### src/rtl/pianoshield_pkg.sv
// Purpose: shared tone codes, sequencer state encoding and melody ROM field layout.
// Latency: n/a (declarations only).
// Backpressure: n/a.
package pianoshield_pkg;

    // Tone codes understood by the beeper
    localparam logic [7:0] TONE_REST = 8'h00;
    localparam logic [7:0] TONE_C    = 8'h01;
    localparam logic [7:0] TONE_CS   = 8'h02;
    localparam logic [7:0] TONE_D    = 8'h04;
    localparam logic [7:0] TONE_DS   = 8'h08;
    localparam logic [7:0] TONE_E    = 8'h10;
    localparam logic [7:0] TONE_F    = 8'h20;
    localparam logic [7:0] TONE_FS   = 8'h40;
    localparam logic [7:0] TONE_G    = 8'h80;
    localparam logic [7:0] TONE_GS   = 8'hFE;
    localparam logic [7:0] TONE_A    = 8'hFD;
    localparam logic [7:0] TONE_AS   = 8'hFB;
    localparam logic [7:0] TONE_B    = 8'hF7;
    localparam logic [7:0] TONE_HC   = 8'hEF;

    // ROM entry layout: {code[7:0], dur[3:0]}
    localparam int CODE_W = 8;
    localparam int DUR_W  = 4;
    localparam int ROM_W  = CODE_W + DUR_W;
    localparam int IDX_W  = 5;

    // Sequencer states
    typedef enum logic [2:0] {
        ST_IDLE   = 3'd0,
        ST_FETCH  = 3'd1,
        ST_DECODE = 3'd2,
        ST_PLAY   = 3'd3,
        ST_GAP    = 3'd4
    } tp_state_t;

    // Pack a tone code and a duration into one ROM word
    function automatic logic [ROM_W-1:0] rom_entry(input logic [CODE_W-1:0] code,
                                                   input logic [DUR_W-1:0]  dur);
        return {code, dur};
    endfunction

endpackage

### src/rtl/melody_rom.sv
// Purpose: default melody, synchronous-read case ROM of {code, dur} entries.
// Latency: 1 cycle from addr to data.
// Backpressure: none; read every cycle.
module melody_rom
    import pianoshield_pkg::*;
(
    input  logic             clk_in,
    input  logic [IDX_W-1:0] addr,
    output logic [ROM_W-1:0] data
);

    // Registered lookup; entries past the end marker read as end markers
    always_ff @(posedge clk_in) begin
        case (addr)
            5'd0:    data <= rom_entry(TONE_C,    4'd2);
            5'd1:    data <= rom_entry(TONE_E,    4'd1);
            5'd2:    data <= rom_entry(TONE_REST, 4'd1);
            5'd3:    data <= rom_entry(TONE_G,    4'd2);
            5'd4:    data <= rom_entry(TONE_A,    4'd1);
            5'd5:    data <= rom_entry(TONE_G,    4'd1);
            5'd6:    data <= rom_entry(TONE_E,    4'd2);
            5'd7:    data <= rom_entry(TONE_HC,   4'd3);
            default: data <= rom_entry(TONE_REST, 4'd0);
        endcase
    end

endmodule

### src/rtl/tune_player.sv
// Purpose: steps through the melody ROM and arbitrates live key tones over it.
// Latency: play -> first tone 3 cycles; key press/release -> outputs 1 cycle.
// Backpressure: none; a held key freezes note timing instead of stalling inputs.
module tune_player
    import pianoshield_pkg::*;
#(
    parameter int CLK_HZ   = 12_000_000,
    parameter int BEAT_MS  = 125,
    parameter int GAP_MS   = 10,
    parameter int SONG_LEN = 32
) (
    input  logic              clk_in,
    input  logic              rst_n_in,
    input  logic              play_pulse,
    input  logic              stop_pulse,
    input  logic [CODE_W-1:0] key_tone,
    output logic [CODE_W-1:0] tone,
    output logic              tone_en,
    output logic              busy,
    output logic [IDX_W-1:0]  note_idx
);

    localparam int              MS_W      = 13;
    localparam logic [15:0]     PRESC_MAX = 16'(CLK_HZ / 1000 - 1);
    localparam logic [MS_W-1:0] BEAT_LEN  = MS_W'(BEAT_MS);
    localparam logic [MS_W-1:0] GAP_LEN   = MS_W'(GAP_MS);
    localparam logic [IDX_W-1:0] LAST_IDX = IDX_W'(SONG_LEN - 1);

    // The longest note (15 beats) must fit the ms countdown
    if ((15 * BEAT_MS > (1 << MS_W) - 1) || (GAP_MS >= BEAT_MS) || (SONG_LEN < 1) ||
        (SONG_LEN > 32) || (CLK_HZ / 1000 < 1) || (CLK_HZ / 1000 > 65536)) begin : g_param_err
        $error("tune_player: parameter out of range");
    end

    tp_state_t         state_q, state_nx;
    logic [IDX_W-1:0]  idx_nx;
    logic [CODE_W-1:0] code_q, code_nx;
    logic [MS_W-1:0]   ms_q, ms_nx;
    logic [15:0]       presc_q, presc_nx;
    logic [ROM_W-1:0]  rom_dat;
    logic [CODE_W-1:0] rom_code;
    logic [DUR_W-1:0]  rom_dur;
    logic              key_act;
    logic              timing;
    logic              tick;

    melody_rom u_rom (
        .clk_in (clk_in),
        .addr   (note_idx),
        .data   (rom_dat)
    );

    assign rom_code = rom_dat[ROM_W-1:DUR_W];
    assign rom_dur  = rom_dat[DUR_W-1:0];
    assign key_act  = (key_tone != '0);
    // Note time only advances while a note is sounding/gapping and no key overrides it
    assign timing   = ((state_q == ST_PLAY) || (state_q == ST_GAP)) && !key_act;
    assign tick     = timing && (presc_q == PRESC_MAX);

    // Next-state, timer and note-index logic; stop beats play beats key
    always_comb begin
        state_nx = state_q;
        idx_nx   = note_idx;
        code_nx  = code_q;
        ms_nx    = ms_q;
        presc_nx = presc_q;

        if (timing) begin
            presc_nx = tick ? 16'd0 : presc_q + 16'd1;
            if (tick && (ms_q != '0)) begin
                ms_nx = ms_q - 13'd1;
            end
        end

        case (state_q)
            ST_IDLE: begin
                state_nx = ST_IDLE;
            end
            ST_FETCH: begin
                state_nx = ST_DECODE;
            end
            ST_DECODE: begin
                if (rom_dur == '0) begin
                    state_nx = ST_IDLE;
                end else begin
                    code_nx  = rom_code;
                    ms_nx    = MS_W'(rom_dur) * BEAT_LEN;
                    presc_nx = 16'd0;
                    state_nx = ST_PLAY;
                end
            end
            ST_PLAY: begin
                if (timing && (ms_nx <= GAP_LEN)) begin
                    state_nx = ST_GAP;
                end
            end
            ST_GAP: begin
                if (timing && (ms_nx == '0)) begin
                    if (note_idx == LAST_IDX) begin
                        state_nx = ST_IDLE;
                    end else begin
                        idx_nx   = note_idx + 5'd1;
                        state_nx = ST_FETCH;
                    end
                end
            end
            default: begin
                state_nx = ST_IDLE;
            end
        endcase

        if (stop_pulse) begin
            state_nx = ST_IDLE;
            idx_nx   = '0;
            code_nx  = '0;
            ms_nx    = '0;
            presc_nx = '0;
        end else if (play_pulse) begin
            state_nx = ST_FETCH;
            idx_nx   = '0;
            code_nx  = '0;
            ms_nx    = '0;
            presc_nx = '0;
        end
    end

    // State, timers and registered outputs computed from the next state
    always_ff @(posedge clk_in or negedge rst_n_in) begin
        if (!rst_n_in) begin
            state_q  <= ST_IDLE;
            note_idx <= '0;
            code_q   <= '0;
            ms_q     <= '0;
            presc_q  <= '0;
            tone     <= '0;
            tone_en  <= 1'b0;
            busy     <= 1'b0;
        end else begin
            state_q  <= state_nx;
            note_idx <= idx_nx;
            code_q   <= code_nx;
            ms_q     <= ms_nx;
            presc_q  <= presc_nx;
            tone     <= key_act ? key_tone : code_nx;
            tone_en  <= key_act || ((state_nx == ST_PLAY) && (code_nx != '0));
            busy     <= (state_nx != ST_IDLE);
        end
    end

endmodule

### config.mk
export PLATFORM = sky130hd
export DESIGN_NAME = tune_player
export DESIGN_NICKNAME = d
export VERILOG_FILES = /design/src/rtl/pianoshield_pkg.sv /design/src/rtl/melody_rom.sv /design/src/rtl/tune_player.sv
export SDC_FILE = /design/constraint.sdc
export NUM_CORES = 1
export LEC_CHECK = 0
export CORE_ASPECT_RATIO = 0.6
export CORE_MARGIN = 5
export CORE_UTILIZATION = 51
export CTS_CLUSTER_SIZE = 20
export DETAILED_ROUTE_END_ITERATION = 10
export GPL_ROUTABILITY_DRIVEN = 0
export PLACE_DENSITY = 0.75
export SYNTH_ARGS = -nofsm -noshare
export SYNTH_HDL_FRONTEND = slang
export SYNTH_SLANG_ARGS = --single-unit
### constraint.sdc
create_clock -name clk_in -period 2.7 [get_ports clk_in]
set_clock_uncertainty 0.2 [all_clocks]
set_input_delay 0.54 -clock clk_in [delete_from_list [all_inputs] [get_ports clk_in]]
set_output_delay 0.54 -clock clk_in [all_outputs]
set_load 0.005 [all_outputs]
# Word level (Yosys, flattened, before mapping)
# Memory sizes are Yosys's and may differ from the RTL's. A register that Yosys moved wholly into a read port is not among the register bits.
# Cells that the tools add are included.
[word_totals] ff_bits=67 rom_bits=80 inputBits=12 output_inout_bits=15 elab_cells=72 mem_count=1
[classes] addsub=3 n_mul=1 magnitude_cmp=1 n_eq_ne=8 n_mux=29 n_reduce_logical=20
[memory_table] name="(no name shown)" depth=8 width=10 rd=1 rd_ports_with_merged_regs=1 wr=0 line="melody_rom.sv:14" source="case (addr)"
[ops] operator="$mux W16" n=6
[ops] operator="$mux W13" n=6
[ops] operator="$mux W8" n=5
[ops] operator="$mux W5" n=5
[ops] operator="$add A16 B1 Y16 const B" n=1
[ops] operator="$eq A16 B14 Y1 const B" n=1
[ops] operator="$reduce_bool A8 Y1" n=2
[ops] operator="$le A13 B4 Y1 const B" n=1
[ops] operator="$logic_not A13 Y1" n=1
[ops] operator="$reduce_bool A13 Y1" n=1
[ops] operator="$sub A13 B1 Y13 const B" n=1
[ops] operator="$mux W3" n=4
[ops] operator="$pmux W3 S4" n=1
[ops] operator="$mul A4 B7 Y11 const B" n=1
[ops] operator="$eq A3 B2 Y1 const B" n=3
[ops] operator="$reduce_bool A3 Y1" n=3
[ops] operator="$logic_and A1 B1 Y1" n=6
[ops] operator="$add A5 B1 Y5 const B" n=1
[ops] operator="$eq A5 B5 Y1 const B" n=1
[ops] operator="$logic_not A4 Y1" n=1
[ops] operator="$eq A3 B1 Y1 const B" n=1
[ops] operator="$eq A3 B3 Y1 const B" n=1
[ops] operator="$ne A3 B3 Y1 const B" n=1
[ops] operator="$reduce_and A3 Y1" n=1
[ops] operator="5 further kinds" n=7

# Depth between registers and ports, before layout
[logic_depth] ltp_word=16 mapped_depth=12 ltp_nobuf=10

# Hierarchy
# Synthesis repeated with hierarchy kept, for this count alone.
[hier_totals] hier_cells=426 area_unflattened_um2=4093.9
[modules_own_cells] mod="tune_player" n_inst=1 cells_per_inst=391 area_per_inst_um2=3738.6 seq_area_each_um2=1376.3
[modules_own_cells] mod="melody_rom" n_inst=1 cells_per_inst=35 area_per_inst_um2=355.3 seq_area_each_um2=140.1

# Worst setup path before layout
# Ideal clock, no wire load.
[synth_path] path_type="input-to-reg" from="in key_tone[0]" to="reg note_idx[3]" setup_ps=78 arrival_ps=2836 required_time_ps=2422 slack_ps=-414 path_stages=8 path_buffers=0 path_cell_list="or4_1 a211o_1 or4_1 a21oi_1 and4bb_4 nand2_4 or3_1 a21oi_1"
[synth_between] elab_chain_cells=11
[synth_rtl] item="start, declared" line="tune_player.sv:16" source="input logic [CODE_W-1:0] key_tone,"
[synth_rtl] item="$reduce_bool A8 Y1 *" line="tune_player.sv:55" source="assign key_act = (key_tone != '0);"
[synth_rtl] item="$logic_not A1 Y1 *" line="tune_player.sv:57" source="assign timing = ((state_q == ST_PLAY) || (state_q == ST_GAP)) && !key_act;"
[synth_rtl] item="$logic_and A1 B1 Y1 *" line="tune_player.sv:57"
[synth_rtl] item="$logic_and A1 B1 Y1" line="tune_player.sv:58" source="assign tick = timing && (presc_q == PRESC_MAX);"
[synth_rtl] item="$logic_and A1 B1 Y1" line="tune_player.sv:70" source="if (tick && (ms_q != '0)) begin"
[synth_rtl] item="$mux W13" line="tune_player.sv:70"
[synth_rtl] item="$mux W13" line="tune_player.sv:68" source="if (timing) begin"
[synth_rtl] item="$logic_not A13 Y1" line="tune_player.sv:98" source="if (timing && (ms_nx == '0)) begin"
[synth_rtl] item="$logic_and A1 B1 Y1 *" line="tune_player.sv:98"
[synth_rtl] item="$reduce_bool A3 Y1 (no source line) *"
[synth_rtl] item="$reduce_and A3 Y1 (no source line) *"
[synth_rtl] item="end signal, assigned" line="tune_player.sv:140" source="note_idx <= idx_nx;"
[synth_rtl] item="end, declared" line="tune_player.sv:20" source="output logic [IDX_W-1:0] note_idx"
# Mark *: on every way between the ends. The rest lies on a longest branch, timed or not.
# A chain may end at the register's enable or synchronous reset.

# Worst setup path after layout
[layout_path] from="in key_tone[6]" to="reg note_idx[3]"
# Same word-level chain as after synthesis.

==> metrics.md <==
| Metric | Value |
|---|---|
| Footprint of the multi-input gates | `0.00167 mm²` |
| Grt ovf | `0` |
| Beginning of the critical path | `key_tone[6]` |
| Status | `complete, but fails checks` |
| Die Area | `0.00794 mm²` |
| Fin. max-slew vios | `0` |
| Worst r2r dst | `note_idx[3]` |
| Die Ht | `71.1 µm` |
| Setup ws final | `-215 ps` |
| DIE WIDTH | `112 µm` |
| Yosys warns | `0` |
| Skew-Pair Late Insertion Delay | `350 ps` |
| Slowest stage cell on the critical path | `or4_4` |
| Synth cell types | `45` |
| IO buf count | `26` |
| DRT Pass-1 Iters | `5` |
| Post-DP Area | `0.00392 mm²` |
| Ys flop type | `dfrtp_1` |
| Final hold violations | `0` |
| Failing checks | `setup timing` |
| Number of global-route vias before repair | `2610` |
| RSZ-0062 raised after global routing | `yes` |
| Final net count | `442` |
| Max transition margin | `62.2%` |
| Crit path max fanout | `4` |
| Longest Clk Path Bufs | `2` |
| Share of cells above drive strength 1 | `26.7%` |
| Crit path DAT | `2990 ps` |
| Synth Cell Area | `0.00317 mm²` |
| Final setup viols | `8` |
| Largest net degree at the start of global routing | `34` |
| Layout area overhead | `33.4%` |
| Hold-critical path depth | `2` |
| Storage cell area | `0.00152 mm²` |
| Ant. Diodes | `0` |
| Peak Freq | `343 MHz` |
| Pwr per Cell Area | `426 mW/mm²` |
| Req. time, crit path | `2770 ps` |
| Fin crit share | `108%` |
| # IOs | `27` |
| Vias/cell | `5.58` |
| FF+latch count, synth | `62` |
| Count leader, synth | `dfrtp_1` |
| Syn Nets | `357` |
| Clock Sink Count | `62` |
| Final ANT Viol Nets | `0` |
| Worst flop-to-flop path startpoint | `state_q[2]` |
| Crit. End Element | `register` |
| Top-area cell type share of the netlist area | `43.4%` |
| Peak VDD IR | `0.177 mV` |
| Synth Instances | `333` |
| Fillcell total | `460` |
| Critical path type | `in -> reg` |
| Drt wl/cell | `15.7 µm` |
| Worst path cell trace | `buf_6 -> or4_4 -> a211o_1 -> or4_4 -> a21oi_2 -> and4bb_4 -> nand2_4 -> or3_1 -> a21oi_2` |
| HP Class | `in -> reg` |
| CTS tree | `built` |
| Period minus WS final | `2910 ps` |
| Worst-path clk slew | `60 ps` |
| HPWL Detailed | `5720 µm` |
| Max cap viols | `0` |
| Initial core utilization | `52.1%` |
| Worst-margin pin slew | `566 ps` |
| Commonest cells post-synth | `55 x dfrtp_1, 49 x nor2_1, 27 x nand2_1` |
| Seq/Total Area, Yosys | `47.8%` |
| EDFF count, synth | `0` |
| All-Layer GR Usage | `20.4%` |
| Setup crit end | `note_idx[3]` |
| Leak | `1.94 nW` |
| H-tree Lvls | `3` |
| Leading area contributor after synthesis | `dfrtp_1` |
| Core Area | `0.00608 mm²` |
| Root Buffer | `clkbuf_8` |
| R2R cell count | `8` |
| CTS buffer count | `9` |
| Average size of a mapped cell | `9.52 µm²` |
| Post-Route WL | `7960 µm` |
| Vias | `2828` |
| First-pass GRT wire length | `13000 µm` |
| Drt drc | `0` |
| Top cells by area, synth | `dfrtp_1 43%, nor2_1 5.8%, ha_1 4.7%` |
| Design area | `0.00423 mm²` |
| Hold_ws | `199 ps` |
| Setup slack, reg-to-reg | `-170 ps` |
| Initial antenna violation count | `0` |
| Row count | `22` |
| DR iter-0 viols | `250` |
| FFs w/ async S/R, synth | `88.7%` |
| Worst setup SP type | `primary input` |
| CP max stage delay | `560 ps` |
| Setup TNS | `-1310 ps` |
## power by group
part	internal [mW]	leakage (nW)	switching [mW]
clock network	0.353	0.0861	0.347
logic	0.0742	1.05	0.0829
registers	0.938	0.798	0.00478
## what timing repair did
| item | 4_1_cts | 5_1_grt |
|---|---|---|
| setup endpoints to repair | 22 | 10 |
| resized for setup | 40 | 10 |
| hold endpoints to repair | 17 | 0 |
| setup buffers | 5 | 2 |
| hold buffers | 1 | 0 |
| pin swaps | 8 | 11 |
## worst min path at each step
stage / start / endpoint
4_1_cts: key_tone[2] / tone[2]
3_3_place_gp: u_rom.data[4] / code_q[0]
5_1_grt: key_tone[2] / tone[2]
3_5_place_dp: u_rom.data[4] / code_q[0]
6_report: key_tone[2] / tone[2]
2_1_floorplan: rst_n_in / busy
## placed cells by master, fill, tap and decap left out, types with 8 or more instances in the layout
cell type and count:
a21o_1 9, a21oi_1 20, buf_4 60, clkbuf_8 10, clkdlybuf4s50_1 17, dfrtp_1 55, ha_1 12, inv_1 8
nand2_1 27, nand4_1 9, nor2_1 48, xnor2_1 10, xor2_1 15
## through the flow
stage,utilization (%),std cells,worst slack [ps],power (mW)
after floorplan,-,333,-286,1.02
after global placement,64.5,483,-766,1.11
after detailed placement,64.5,483,-837,1.11
after CTS,68.4,505,-233,1.81
after global routing,69.5,507,-293,1.89
final,69.5,507,-215,1.80
## sequential cells by signal, indices dropped and copies added (netlist names)
signal / cells
tone: 8
tone_en: 1
u_rom.data: 7
note_idx: 5
ms_q: 13
code_q: 8
state_q: 3
presc_q: 16
busy: 1
## cells by family after synthesis
logic type | share of synthesized area [%]
buffers and inverters | 2.84
XOR/XNOR | 7.18
AND/OR/NAND/NOR | 24.2
multiplexers | 1.58
AO/OA/AOI/OAI | 11.6
flip-flops | 47.8
adder cells (fa/ha/maj) | 4.74
## worst max-delay path: cells and delay by family
family	cells	cell delay, ps
AND/OR/NAND/NOR	5	1730
AO/OA/AOI/OAI	3	610
buffers and inverters	1	90
## cell type report
cell class | count | area share [%]
Sequential cell | 62 | 35.9
Clock buffer | 12 | 3.43
Multi-Input combinational cell | 247 | 39.6
Clock inverter | 4 | 0.533
Inverter | 9 | 0.799
Timing Repair Buffer | 89 | 17.3
Tap cell | 84 | 2.49
## layer usage
layer	track usage, %	vias up	part of all wire (%)
met5	0	-	0
met3	6.07	13	8.6
met2	27.6	125	42
li1	-	1340	-
met1	31.3	1350	49
met4	5.80	0	0.83
Power figures use the tool's default switching activity.
